--- config.mk ---
export PLATFORM = sky130hd
export DESIGN_NAME = prog_sequencer
export DESIGN_NICKNAME = d
export VERILOG_FILES = /design/src/rtl/prog_sequencer.sv
export SDC_FILE = /design/constraint.sdc
export NUM_CORES = 1
export LEC_CHECK = 0
export ABC_AREA = 1
export CAP_MARGIN = 20
export CORE_MARGIN = 1.5
export CORE_UTILIZATION = 35
export CTS_CLUSTER_SIZE = 12
export DETAILED_ROUTE_END_ITERATION = 12
export GPL_TIMING_DRIVEN = 0
export HOLD_SLACK_MARGIN = 0.1
export PLACE_DENSITY = 0.61
export SLEW_MARGIN = 5
export SYNTH_ARGS = -nofsm -noshare
export SYNTH_HDL_FRONTEND = slang
export SYNTH_SLANG_ARGS = --single-unit
--- constraint.sdc ---
create_clock -name Clock -period 2.4 [get_ports Clock]
set_input_delay 0.48 -clock Clock [delete_from_list [all_inputs] [get_ports Clock]]
set_output_delay 0.48 -clock Clock [all_outputs]
set_load 0.01 [all_outputs]
--- src/rtl/prog_sequencer.sv ---
// rtl/prog_sequencer.sv - program-memory instruction sequencer with Run/Done handshake and watchdog
module prog_sequencer #(
    parameter int AW      = 4,
    parameter int TIMEOUT = 15
) (
    input  logic          Clock,
    input  logic          Resetn,
    input  logic          start,
    input  logic          load_we,
    input  logic [AW-1:0] load_addr,
    input  logic [15:0]   load_data,
    input  logic          Done,
    output logic [15:0]   DIN,
    output logic          Run,
    output logic [AW-1:0] pc,
    output logic          busy,
    output logic          halted,
    output logic          timeout
);

    localparam int DEPTH = 1 << AW;
    localparam int CW    = (TIMEOUT < 1) ? 1 : $clog2(TIMEOUT + 1);
    // Abort fires on the WAIT cycle whose increment would bring the counter to TIMEOUT.
    localparam logic [CW-1:0] CNT_LAST = CW'(TIMEOUT - 1);

    typedef enum logic [1:0] {
        S_IDLE  = 2'd0,
        S_FETCH = 2'd1,
        S_WAIT  = 2'd2,
        S_HALT  = 2'd3
    } state_t;

    state_t         state_q, state_d;
    logic [AW-1:0]  pc_q, pc_d;
    logic [CW-1:0]  cnt_q, cnt_d;
    logic           timeout_q, timeout_d;
    logic           run_d;

    logic [15:0]    mem_q [DEPTH];
    logic [15:0]    word;
    logic           is_halt;
    logic           is_mvi;
    logic           can_load;

    assign word     = mem_q[pc_q];
    assign is_halt  = (word[15:9] == 7'h7F);
    assign is_mvi   = !is_halt && (word[8:6] == 3'b001);
    assign can_load = (state_q == S_IDLE) || (state_q == S_HALT);

    // Program memory: written only while the sequencer is parked, never reset.
    always_ff @(posedge Clock) begin
        if (load_we && can_load) begin
            mem_q[load_addr] <= load_data;
        end
    end

    // Next-state, pc, watchdog and issue-strobe decode.
    always_comb begin
        state_d   = state_q;
        pc_d      = pc_q;
        cnt_d     = cnt_q;
        timeout_d = timeout_q;
        run_d     = 1'b0;
        case (state_q)
            S_IDLE, S_HALT: begin
                if (start && !load_we) begin
                    pc_d      = '0;
                    timeout_d = 1'b0;
                    state_d   = S_FETCH;
                end
            end
            S_FETCH: begin
                if (is_halt) begin
                    state_d = S_HALT;
                end else begin
                    run_d   = 1'b1;
                    cnt_d   = '0;
                    state_d = S_WAIT;
                    if (is_mvi) begin
                        pc_d = pc_q + 1'b1;
                    end
                end
            end
            S_WAIT: begin
                if (Done) begin
                    pc_d    = pc_q + 1'b1;
                    state_d = S_FETCH;
                end else begin
                    cnt_d = cnt_q + CW'(1);
                    if (cnt_q == CNT_LAST) begin
                        timeout_d = 1'b1;
                        state_d   = S_HALT;
                    end
                end
            end
            default: begin
                state_d = S_IDLE;
            end
        endcase
    end

    // Control registers with asynchronous active-low clear.
    always_ff @(posedge Clock or negedge Resetn) begin
        if (!Resetn) begin
            state_q   <= S_IDLE;
            pc_q      <= '0;
            cnt_q     <= '0;
            timeout_q <= 1'b0;
        end else begin
            state_q   <= state_d;
            pc_q      <= pc_d;
            cnt_q     <= cnt_d;
            timeout_q <= timeout_d;
        end
    end

    assign DIN     = word;
    assign Run     = run_d;
    assign pc      = pc_q;
    assign busy    = (state_q == S_FETCH) || (state_q == S_WAIT);
    assign halted  = (state_q == S_HALT);
    assign timeout = timeout_q;

endmodule

---- Word-level counts from Yosys, hierarchy flattened ----
Memories as Yosys holds them, arrays and structs flattened.
Index checks and enable logic that the tools add are counted.
storage, ports and cells
  memories ................................ 1
  logic and storage cells ................. 56
  register bits ........................... 11
  memory bits (writable) .................. 256
cells by class
  multiplexer cells ....................... 21
  reduce and logical (&&, ||, !) cells .... 15
  add/subtract/negate cells ............... 2
  eq/ne operators ......................... 13
memories
  name   depth  bits a word  rd ports  clocked after Yosys merged registers in  write ports  line  source
  mem_q  16     16           1         0                                        1            39    logic [15:0] mem_q [DEPTH];
operators with widths
  operator                                              count
  2-to-1 mux 4 bit                                      6
  != test 2 bit (second input constant)                 6
  case mux 4 bit (3 select lines)                       1
  adder 4 x 1 -> 4 bit (second input constant)          2
  2-to-1 mux 1 bit                                      8
  case mux 4 bit (2 select lines)                       1
  AND reduction 4 bit                                   2
  equality test 7 bit (second input constant)           1
  2-to-1 mux 2 bit                                      3
  case mux 2 bit (3 select lines)                       1
  equality test 2 bit (second input constant)           2
  equality test 4 bit (second input constant)           1
  nonzero test 2 bit                                    2
  equality test 3 x 1 -> 1 bit (second input constant)  1
  logical AND 1 bit                                     3
  != test 3 bit (second input constant)                 1
  AND reduction 3 bit                                   1
  equality test 2 x 1 -> 1 bit (second input constant)  1
  logical NOT 1 bit                                     2
  logical NOT 2 bit                                     1
  logical OR 1 bit                                      2
  case mux 1 bit (2 select lines)                       1
  AND reduction 2 bit                                   1
  OR reduction 2 bit                                    1

---- Logic depth before layout (Yosys ltp) ----
An unclocked memory read counts as a cell.
  word-level depth ........................ 7
  depth in mapped cells ................... 16

---- Least setup slack after synthesis ----
OpenSTA, ideal clock, no wires.
  path type ............................... register -> register
  from .................................... register state_q[0]
  to ...................................... memory mem_q[4][0] (enable)
  path buffers ............................ 1
  slack ................................... 0.075 ns
  period minus slack after synthesis ...... 2.325 ns
  stages on the path, launching flop included .. 8
  data arrival time ....................... 1.936 ns
  cell sequence ........................... dfrtp_1 > inv_1 > ha_1 > clkbuf_1 > nand2_1 > inv_1 > nand3b_1 > nor2_1
on the way
  cells in the longest elaborated chain, start to end .. 5
  elaborated cells between the ends (all ways) .. 6
  classes of those cells .................. 1 x eq/ne; 2 x mux; 3 x reduce/logical
ends and longest elaborated chain
  element                                                          line  source
  from (decl)                                                      33    state_t state_q, state_d;
  from (signal assigned)                                           110   state_q <= state_d;
  equality test 2 bit / logical NOT 2 bit (equally long branches)  48    assign can_load = (state_q == S_IDLE) || (state_q == S_HALT);
  logical OR 1 bit (*)                                             48
  logical AND 1 bit (*)                                            52    if (load_we && can_load) begin
  2-to-1 mux 1 bit (*)                                             52
  2-to-1 mux 1 bit (implied by the code) (*)                       53    mem_q[load_addr] <= load_data;
  to (decl)                                                        39
Mark *: on every way between the ends. The rest lies on a longest branch, timed or not.

---- Final worst setup path ----
  from .................................... register pc_q[0], in the netlist pc[0]
  to ...................................... output DIN[1]
on the way
  cells in the longest elaborated chain, start to end .. 1
ends and longest elaborated chain
  element                    line  source
  from (decl)                34    logic [AW-1:0] pc_q, pc_d;
  from (signal assigned)     111   pc_q <= pc_d;
  memory read (16 x 16 bit)  n/a
  to (decl)                  13    output logic [15:0] DIN,
No other way between the ends.

==> results.json <==
{
  "status": "finished with violations",
  "violations": "setup timing",
  "drtIter0Drc": 849,
  "detail-route-antenna-nets": 0,
  "drive_gt1_share_pct": 31.5,
  "final_util_pct": 48.1,
  "fp.dieH_um": 181,
  "async_reset_ff_share_pct": 4.12,
  "ys_seq_area_share_pct": 72.2,
  "setup_viol": 21,
  "diodes": 0,
  "layout.cells.most_common_list": "edfxtp_1 (256), nand2_1 (185), nor2_1 (78)",
  "grt_pass1_vias": 7449,
  "grt-ovfl-total": 0,
  "finalHoldViolCount": 0,
  "coreArea_um2": 30800,
  "numCtsBuffers": 28,
  "netlist-cell-type-count": 36,
  "worstHoldPathType": "input pin to async pin",
  "pre_cts_ws_ps": -964,
  "fin_ws_ps": -667,
  "fin_setup_tns_ps": -5710,
  "p_leak_nw": 5.33,
  "synth_top_cell_area_share_pct": 69.7,
  "end_kind": "primary output",
  "startpoint_type": "register",
  "drv_cap": 0,
  "rows": 64,
  "fin_crit_sh_pct": 128,
  "ioPinCount": 49,
  "synth_cells": 917,
  "start_util_pct": 35.8,
  "r2r-start": "pc[0]",
  "fp.dieW_um": 181,
  "syn_area_um2": 11000,
  "synth_edf_count": 256,
  "syn_to_final_growth_pct": 34.3,
  "avgSynthCellArea_um2": 12.0,
  "multi_input_area_um2": 3360,
  "gp_congestion": 0.797,
  "relSlewSlack_pct": 52.8,
  "rsz0062_at_grt": "yes",
  "dr.pass1.iters": 5,
  "grt_pass1_wl_um": 46800,
  "place_inst": 1377,
  "max_freq_mhz": 326,
  "cts.sinks": 267,
  "via_count": 7890,
  "path_clk_slew_ps": 60,
  "worstPathMaxFanout": 10,
  "num-fill-cells": 2535,
  "synth_mux_area_share_pct": 0,
  "synth_compound_area_share_pct": 6.51,
  "finalPower_mw": 15.5,
  "port_buffers": 48,
  "wl_per_cell_um": 21.6,
  "syn_nets": 948,
  "synth-main-ff-cell": "edfxtp_1",
  "cts.path.max_buffers": 3,
  "cts_tree": "built",
  "mostFrequentLayoutCell": "edfxtp_1",
  "track_usage_pct": 19.0,
  "register_area_um2": 7960,
  "grt_max_degree": 17,
  "critical_path_required_ps": 1920,
  "synth_seq_cells": 267,
  "clock_latency_ps": 550,
  "stdcell_count": 1477,
  "rrSetupSlack_ps": -50,
  "die_area_um2": 32600,
  "cts_max_level": 1,
  "synth.area.top_cells": "edfxtp_1 (70%), nand2_1 (7.7%), nor2_1 (4.2%)",
  "clock_skew_ps": 12.0,
  "dp_hpwl_um": 18900,
  "slew_viol_final": 0,
  "crit_arrival_ps": 2590,
  "synth.largest_area_cell": "edfxtp_1",
  "drc_errors": 0,
  "synth_adder_area_share_pct": 0.681,
  "critPathKind": "register to primary output",
  "tightest_slew_ps": 706,
  "yosysWarnings": 0,
  "antenna_found_initial": 2,
  "critPathLaunch": "pc[0]",
  "drt_wl_total_um": 31900,
  "synth-simple-area-share_pct": 16.3,
  "synth_xor_area_share_pct": 0.238,
  "ir_worst_vdd_mv": 0.565,
  "fin_crit_ps": 3070,
  "nets": 1097,
  "power_per_cell_area_nw_per_um2": 1050,
  "synth_top_family_by_area": "simple AND/OR/NAND/NOR gates",
  "root_buffer": "clkbuf_16",
  "viasPerCell": 5.34
}
-- path summary, 6_finish.rpt --
check / end / cells after the start
setup reg to reg: pc[0] / 17
max in group asynchronous: pc[0] / 1
min in group Clock: timeout / 1
setup / recovery: DIN[1] / 10
hold reg to reg: timeout / 1
hold / removal: state_q[1] / 1
-- critical path, cell delays in order, from the launching register on --
cell and delay, ps:
dfrtp_2 420, buf_8 170, clkinv_8 90, buf_12 150, buf_12 150, buf_12 140, o21ai_1 250, o22ai_1 190
o21ai_1 240, o21ai_2 90, buf_2 140
-- repair_timing --
item,CTS,global route
gates resized for setup,284,136
setup endpoints to repair,261,208
endpoints found under the hold margin,0,0
setup buffers,38,14
hold buffers,0,0
pin swaps,74,53
cloned,11,0
-- sequential cells by signal (all words and copies together), names as in the netlist --
signal and cells:
timeout 1, state_q 2, mem_q 256, pc 4
cnt_q 4
-- kinds of logic after synthesis --
group / count (synthesis)
compound gates: 123
xor+xnor: 3
fa+ha+maj: 6
buf+inv: 82
flops: 267
simple gates: 436
-- metrics by stage --
stage / instance area [um2] / hold slack (ps)
final: 14800 / 282
after global routing: 14800 / 316
after CTS: 14300 / 291
after detailed placement: 12300 / 512
after global placement: 12000 / 496
after floorplan: 11000 / 184
-- cell type report --
| cell class | instances | share of cell area (%) |
|---|---|---|
| Sequential cell | 267 | 53.7 |
| Multi-Input combinational cell | 568 | 22.7 |
| Timing Repair Buffer | 121 | 9.74 |
| Clock buffer | 35 | 5.05 |
| Buffer | 46 | 4.05 |
| Tap cell | 396 | 3.34 |
| Inverter | 33 | 0.971 |
| Clock inverter | 10 | 0.312 |
| Timing Repair inverter | 1 | 0.110 |
-- power by group --
part | switching (mW) | internal, mW | total [mW]
clock | 1.73 | 2.17 | 3.90
combinational | 3.50 | 2.76 | 6.26
sequential | 0.0774 | 5.27 | 5.34
-- synthesized netlist by cell type, types with 2 or more instances --
cell type  number
xor2_1          2
a221oi_1        5
nand2_2         5
o21ai_0        54
nand3_1        66
inv_4           3
nor2_1        123
o21ai_1         5
buf_4           8
clkbuf_1       11
or2_2           2
edfxtp_1      256
o221ai_1        6
buf_6          11
inv_1          29
buf_2          18
nand2_1       225
a21oi_1        31
ha_1            6
nor2_2          2
o22ai_1         7
o211ai_1       11
nand4_1         8
dfrtp_1        11
-- routing by layer --
metal	up-vias	track usage, %	wire length (um)
li1	3519	-	-
met1	3875	26.3	13000
met2	407	30.3	15300
met3	85	3.09	2610
met4	4	7.23	984
met5	-	0	18
No activity file was read; power rests on OpenSTA's default activity.
